## config.mk

```make
export PLATFORM = sky130hd
export DESIGN_NAME = bit_stream_addsub
export DESIGN_NICKNAME = d
export VERILOG_FILES = /design/src/rtl/bit_stream_addsub.sv
export SDC_FILE = /design/constraint.sdc
export NUM_CORES = 1
export LEC_CHECK = 0
export CAP_MARGIN = 20
export CORE_AREA = 2 2 39 41
export CTS_CLUSTER_SIZE = 8
export DETAILED_ROUTE_END_ITERATION = 7
export DIE_AREA = 0 0 41 43
export PLACE_DENSITY = 0.75
export SYNTH_ARGS = -nofsm -noshare
export SYNTH_HDL_FRONTEND = slang
export SYNTH_SLANG_ARGS = --single-unit
export TNS_END_PERCENT = 20
```

## constraint.sdc

```tcl
create_clock -name clk -period 1.7 [get_ports clk]
set_clock_uncertainty 0.1 [all_clocks]
set_input_delay 0.34 -clock clk [delete_from_list [all_inputs] [get_ports clk]]
set_output_delay 0.34 -clock clk [all_outputs]
set_load 0.05 [all_outputs]
```

## src/rtl/bit_stream_addsub.sv

```systemverilog
// Multi-channel bit-serial adder/subtractor: DIGIT_W bits per channel per clock, LSB digit first,
// framed by sof/eof, with per-channel final carry and signed overflow reported on the eof digit.
`timescale 1ns/1ps
module bit_stream_addsub #(
    parameter int DIGIT_W = 1,
    parameter int N_CH    = 1
) (
    input  logic                      clk,
    input  logic                      rst_n,
    input  logic                      in_valid,
    input  logic                      in_sof,
    input  logic                      in_eof,
    input  logic                      sub,
    input  logic [N_CH*DIGIT_W-1:0]   a,
    input  logic [N_CH*DIGIT_W-1:0]   b,
    output logic                      out_valid,
    output logic                      out_sof,
    output logic                      out_eof,
    output logic [N_CH*DIGIT_W-1:0]   y,
    output logic [N_CH-1:0]           carry_out,
    output logic [N_CH-1:0]           ovf,
    output logic                      frame_err
);
    localparam int TW = N_CH * DIGIT_W;

    typedef enum logic {IDLE = 1'b0, RUN = 1'b1} state_t;

    state_t            state_reg, state_next;
    logic              mode_reg, mode_next;
    logic [N_CH-1:0]   carry_reg, carry_next;
    logic [TW-1:0]     y_reg, y_next;
    logic              out_valid_reg, out_valid_next;
    logic              out_sof_reg, out_sof_next;
    logic              out_eof_reg, out_eof_next;
    logic [N_CH-1:0]   carry_out_reg, carry_out_next;
    logic [N_CH-1:0]   ovf_reg, ovf_next;
    logic              frame_err_reg, frame_err_next;

    logic              start;
    logic              accept;
    logic              sub_eff;
    logic [DIGIT_W:0]  sum_w [N_CH];
    logic [N_CH-1:0]   c_w;
    logic [N_CH-1:0]   v_w;

    // A sof digit always opens a frame; otherwise only digits inside a frame are processed.
    assign start   = in_valid & in_sof;
    assign accept  = in_valid & (in_sof | (state_reg == RUN));
    assign sub_eff = start ? sub : mode_reg;

    generate
        for (genvar gi = 0; gi < N_CH; gi++) begin : g_ch
            logic [DIGIT_W-1:0] a_d;
            logic [DIGIT_W-1:0] bb_d;
            logic               cin;

            assign a_d  = a[gi*DIGIT_W +: DIGIT_W];
            assign bb_d = sub_eff ? ~b[gi*DIGIT_W +: DIGIT_W] : b[gi*DIGIT_W +: DIGIT_W];
            assign cin  = start ? sub : carry_reg[gi];
            assign sum_w[gi] = {1'b0, a_d} + {1'b0, bb_d} + {{DIGIT_W{1'b0}}, cin};
            assign c_w[gi]   = sum_w[gi][DIGIT_W];
            // Carry into the MSB recovered as a^b^sum at that bit position.
            assign v_w[gi]   = c_w[gi] ^ (a_d[DIGIT_W-1] ^ bb_d[DIGIT_W-1] ^ sum_w[gi][DIGIT_W-1]);
        end
    endgenerate

    always_ff @(posedge clk or negedge rst_n) begin
        if (!rst_n) begin
            state_reg <= IDLE;
        end else begin
            state_reg <= state_next;
        end
    end

    always_comb begin
        state_next     = state_reg;
        mode_next      = mode_reg;
        carry_next     = carry_reg;
        y_next         = y_reg;
        out_valid_next = 1'b0;
        out_sof_next   = 1'b0;
        out_eof_next   = 1'b0;
        carry_out_next = '0;
        ovf_next       = '0;
        frame_err_next = 1'b0;

        if (in_valid && (state_reg == IDLE) && !in_sof) begin
            frame_err_next = 1'b1;
        end
        if (in_valid && (state_reg == RUN) && in_sof) begin
            frame_err_next = 1'b1;
        end
        if (start) begin
            mode_next = sub;
        end
        if (accept) begin
            out_valid_next = 1'b1;
            out_sof_next   = in_sof;
            out_eof_next   = in_eof;
            carry_next     = c_w;
            for (int k = 0; k < N_CH; k++) begin
                y_next[k*DIGIT_W +: DIGIT_W] = sum_w[k][DIGIT_W-1:0];
            end
            if (in_eof) begin
                carry_out_next = c_w;
                ovf_next       = v_w;
                state_next     = IDLE;
            end else begin
                state_next     = RUN;
            end
        end
    end

    always_ff @(posedge clk or negedge rst_n) begin
        if (!rst_n) begin
            mode_reg      <= 1'b0;
            carry_reg     <= '0;
            y_reg         <= '0;
            out_valid_reg <= 1'b0;
            out_sof_reg   <= 1'b0;
            out_eof_reg   <= 1'b0;
            carry_out_reg <= '0;
            ovf_reg       <= '0;
            frame_err_reg <= 1'b0;
        end else begin
            mode_reg      <= mode_next;
            carry_reg     <= carry_next;
            y_reg         <= y_next;
            out_valid_reg <= out_valid_next;
            out_sof_reg   <= out_sof_next;
            out_eof_reg   <= out_eof_next;
            carry_out_reg <= carry_out_next;
            ovf_reg       <= ovf_next;
            frame_err_reg <= frame_err_next;
        end
    end

    assign out_valid = out_valid_reg;
    assign out_sof   = out_sof_reg;
    assign out_eof   = out_eof_reg;
    assign y         = y_reg;
    assign carry_out = carry_out_reg;
    assign ovf       = ovf_reg;
    assign frame_err = frame_err_reg;

endmodule

```

After elaboration in Yosys (flattened, before gate mapping). Index checks and enable logic that the tools add are counted.

Output and inout bits: 7. Logic and storage cells: 38. Register bits: 10. Input port bits: 8.

Add/subtract/negate cells: 2. Multiplexer cells: 13. Reductions and logical operators: 5. Bitwise operators: 8.

Operators by type and width (number): two-way mux 1 bit (13); logical AND 1 bit (4); XOR 1 bit (3); adder 1 x 1 -> 2 bit (1); adder 2 x 1 -> 2 bit (1); AND 1 bit (2); NOT 1 bit (2); zero test 1 bit (1); bitwise OR 1 bit (1).

Depth between registers and ports, before layout.
Depth in word-level cells: 9. Mapped depth: 7. Gate-level depth less buffers: 7.

Worst setup path before layout. Ideal clock, no wire load.

Path kind: input port to flip-flop. From: input port sub. To: register ovf_reg, in the netlist ovf. Setup time: 0.119 ns. Path buffers: 0. Path slack: -0.190 ns. Stages on the path: 7. Data arrival time: 1.671 ns. Data required time: 1.481 ns. Path through: and3_2 > a21o_2 > xor2_1 > fa_1 > xnor2_1 > xnor2_1 > and2_1.

RTL lines: start: declaration (RTL line 13) `input logic sub,`; end signal: assignment (RTL line 133) `ovf_reg <= ovf_next;`; end: declaration (RTL line 36) `logic [N_CH-1:0] ovf_reg, ovf_next;`.

==> flow_summary.toml <==
[drt]
num_vias = 300
wl_met2_um = 389
drc = 0
routedWlPerCell_um = 11.3
routed_wirelength_um = 770
route.met3.wl_um = 89
highest_layer = "met4"
drt_iter0_markers = 1
met1_length_um = 270
ant_nets = 0
avgViaCountPerCell = 4.41
drtPass1Iterations = 3

[sta]
slew_headroom_pct = 68.8
fmax_mhz = 590
period_needed_ps = 1700
timing.final.crit_share_pct = 99.8
setup_viol = 0
worst_slew_pin_slew_ps = 467
hold_viol_final = 0
rsz0062_at_grt = "yes"
maxSlewViolCount = 0
fin_ws_ps = 4.04

[floorplan]
placementRows = 14
fp.dieW_um = 41
dieArea_mm2 = 0.00176
ios = 15
core_area_mm2 = 0.00138
die_h_um = 43
start_util_pct = 31.2

[place]
post-place-ws_ps = -650
io_buffer_count = 14
gp_congestion = 0.687
hpwl_um = 591
dp_cells = 64

[clocking]
cts_max_level = 1
cts_buffers = 3
clockBufferDepth = 2
insertion_delay_ps = 270
cts_tree = "built"
clock-root-buffer = "clkbuf_4"
path_clk_slew_ps = 60
clock_sinks = 10

[power]
peakVddDrop_mv = 0.417
power_density_mw_per_mm2 = 1280
cellLeakagePower_nw = 0.335

[setup_path]
path_buf_inv = 2
worstRegToRegCells = 5
critical_path_depth = 7
cp_slowest_cell = "fa_2"
worstSetupEndpointType = "register"
cp.arrival_ps = 1740
critPathMaxStageDelay_ps = 370
cp_top_family = "adder cells"
cp_max_fo = 2
setup.worst_path.start_class = "primary input"
path_class = "in -> reg"
cp_data_required_time_ps = 1750
path_cells = "clkdlybuf4s15_1 > and3_4 > a21o_4 > xor2_2 > fa_2 > buf_6 > mux2_4"
r2r_slack_ps = 10

[synthesis]
avgSynthCellArea_um2 = 14.4
yosys-top-cells-count = "10 x dfrtp_1, 3 x xnor2_1, 2 x a21o_2, 2 x and2_1, 2 x mux2_4"
post-synth-top-count-cell = "dfrtp_1"
ys_types = 16
synth-main-ff-cell = "dfrtp_1"
yosysTopAreaCellShare_pct = 58.0
netlist_instances = 30
synth_top_cell_by_area = "dfrtp_1"
ys_warn_count = 0
netlist_top_cells_area = "dfrtp_1 58%, mux2_4 7.0%, xnor2_1 6.1%"
syn_area_um2 = 432
syn_nets = 40
synth-edff-count = 0
ys_ff_latch = 10
yosysSeqAreaShare_pct = 58.0
synth-async-reset-ratio_pct = 100

[global_routing]
grt-ovfl-total = 0
grt_antenna_before_repair = 0
grt_pass1_vias = 304
grt_usage_pct = 12.1
grt_max_degree = 11
grt_pass1_wl_mm = 1.34

[job]
max_cap_viol_count = 0

[finish]
n_fill_cell = 131
areaGrowthSynthToFinish_pct = 56.2
drive_gt1_share_pct = 51.9
nets = 63
stdcell_count = 68
diodes = 0

[outcome]
status = "finished, final reports clean"

[worst_hold_path]
hold_path.class = "in -> reg"
worstHoldPathCells = 2
## layer usage
metal  track usage, %  vias up
met5                0        -
met4             10.0        0
met3             4.71        4
met2             16.9       14
met1             13.8      141
li1                 -      141
## worst paths after layout
path                                     from                    end
min                                  in_valid    frame_err$_DFF_PN0_
max in group asynchronous               rst_n     mode_reg$_DFF_PN0_
max reg2reg                mode_reg$_DFF_PN0_  carry_reg$_DFFE_PN0P_
max                                       sub  carry_reg$_DFFE_PN0P_
min in group asynchronous               rst_n  state_reg$_DFFE_PN0P_
min reg2reg                mode_reg$_DFF_PN0_     mode_reg$_DFF_PN0_
## worst reg2reg max path: cells and delay by family (launching register included)
kind | cells | cell delay, ps
AOI/OAI and AO/OA | 1 | 210
xor gates and xnor gates | 1 | 140
adders and majority gates | 1 | 380
buffers and inverters | 1 | 130
DFF | 1 | 370
muxes | 1 | 250
## final cells by class
type	instances	area, µm²	share of cell area [%]
well taps	16	20.0	2.97
flip-flops and latches	10	250	37.1
multi-input cells	19	205	30.4
repair buffers	18	159	23.6
inverters	1	3.75	0.557
clock buffers	4	36.3	5.38
## placed cells by master, fill, tap and decap left out, drive strengths merged
cell type / netlist / final
xor2: 1 / 1
nand2: 1 / 1
dfrtp: 10 / 10
clkdlybuf4s15: 0 / 1
inv: 1 / 1
fa: 1 / 1
clkbuf: 0 / 4
ha: 1 / 1
buf: 0 / 13
nor2: 1 / 1
mux2: 2 / 2
o21a: 1 / 1
clkdlybuf4s50: 0 / 4
a21oi: 1 / 1
xnor2: 3 / 3
and2: 3 / 3
and3: 2 / 2
a21o: 2 / 2
## power by group
part	internal, W	switching (W)	total [W]
Clock	0.000130	0.0000837	0.000214
Sequential	0.000278	0.0000263	0.000304
Combinational	0.000178	0.000166	0.000344
## metrics by stage
step	power [W]	util, %	hold slack (ps)	setup TNS (ps)	cell area [µm²]
floorplan	0.000502	-	-55.6	-240	434
global placement	0.000634	44.8	365	-2480	619
detailed placement	0.000640	44.8	372	-2460	619
CTS	0.000872	48.7	226	-65.1	674
global route	0.000914	48.7	232	-80.8	674
finish	0.000862	48.7	234	0	674
## what timing repair did
item / CTS / global route
setup endpoints to repair: 4 / 3
cloned: 0 / 0
pin swaps: 5 / 2
endpoints found under the hold margin: 0 / 0
resized for setup: 15 / 0
hold buffers: 0 / 0
buffers inserted: 0 / 0
## kinds of logic (layout without fill, tap and decap cells)
family | count (synthesis) | in the layout | share of synthesized area (%)
buffers and inverters | 1 | 23 | 0.869
AO/OA/AOI/OAI | 4 | 4 | 8.69
flip-flops | 10 | 10 | 58.0
multiplexers | 2 | 2 | 6.96
adder cells (fa/ha/maj) | 2 | 2 | 7.54
XOR/XNOR | 4 | 4 | 8.12
AND/OR/NAND/NOR | 7 | 7 | 9.85
(Power assumes the default switching activity.)
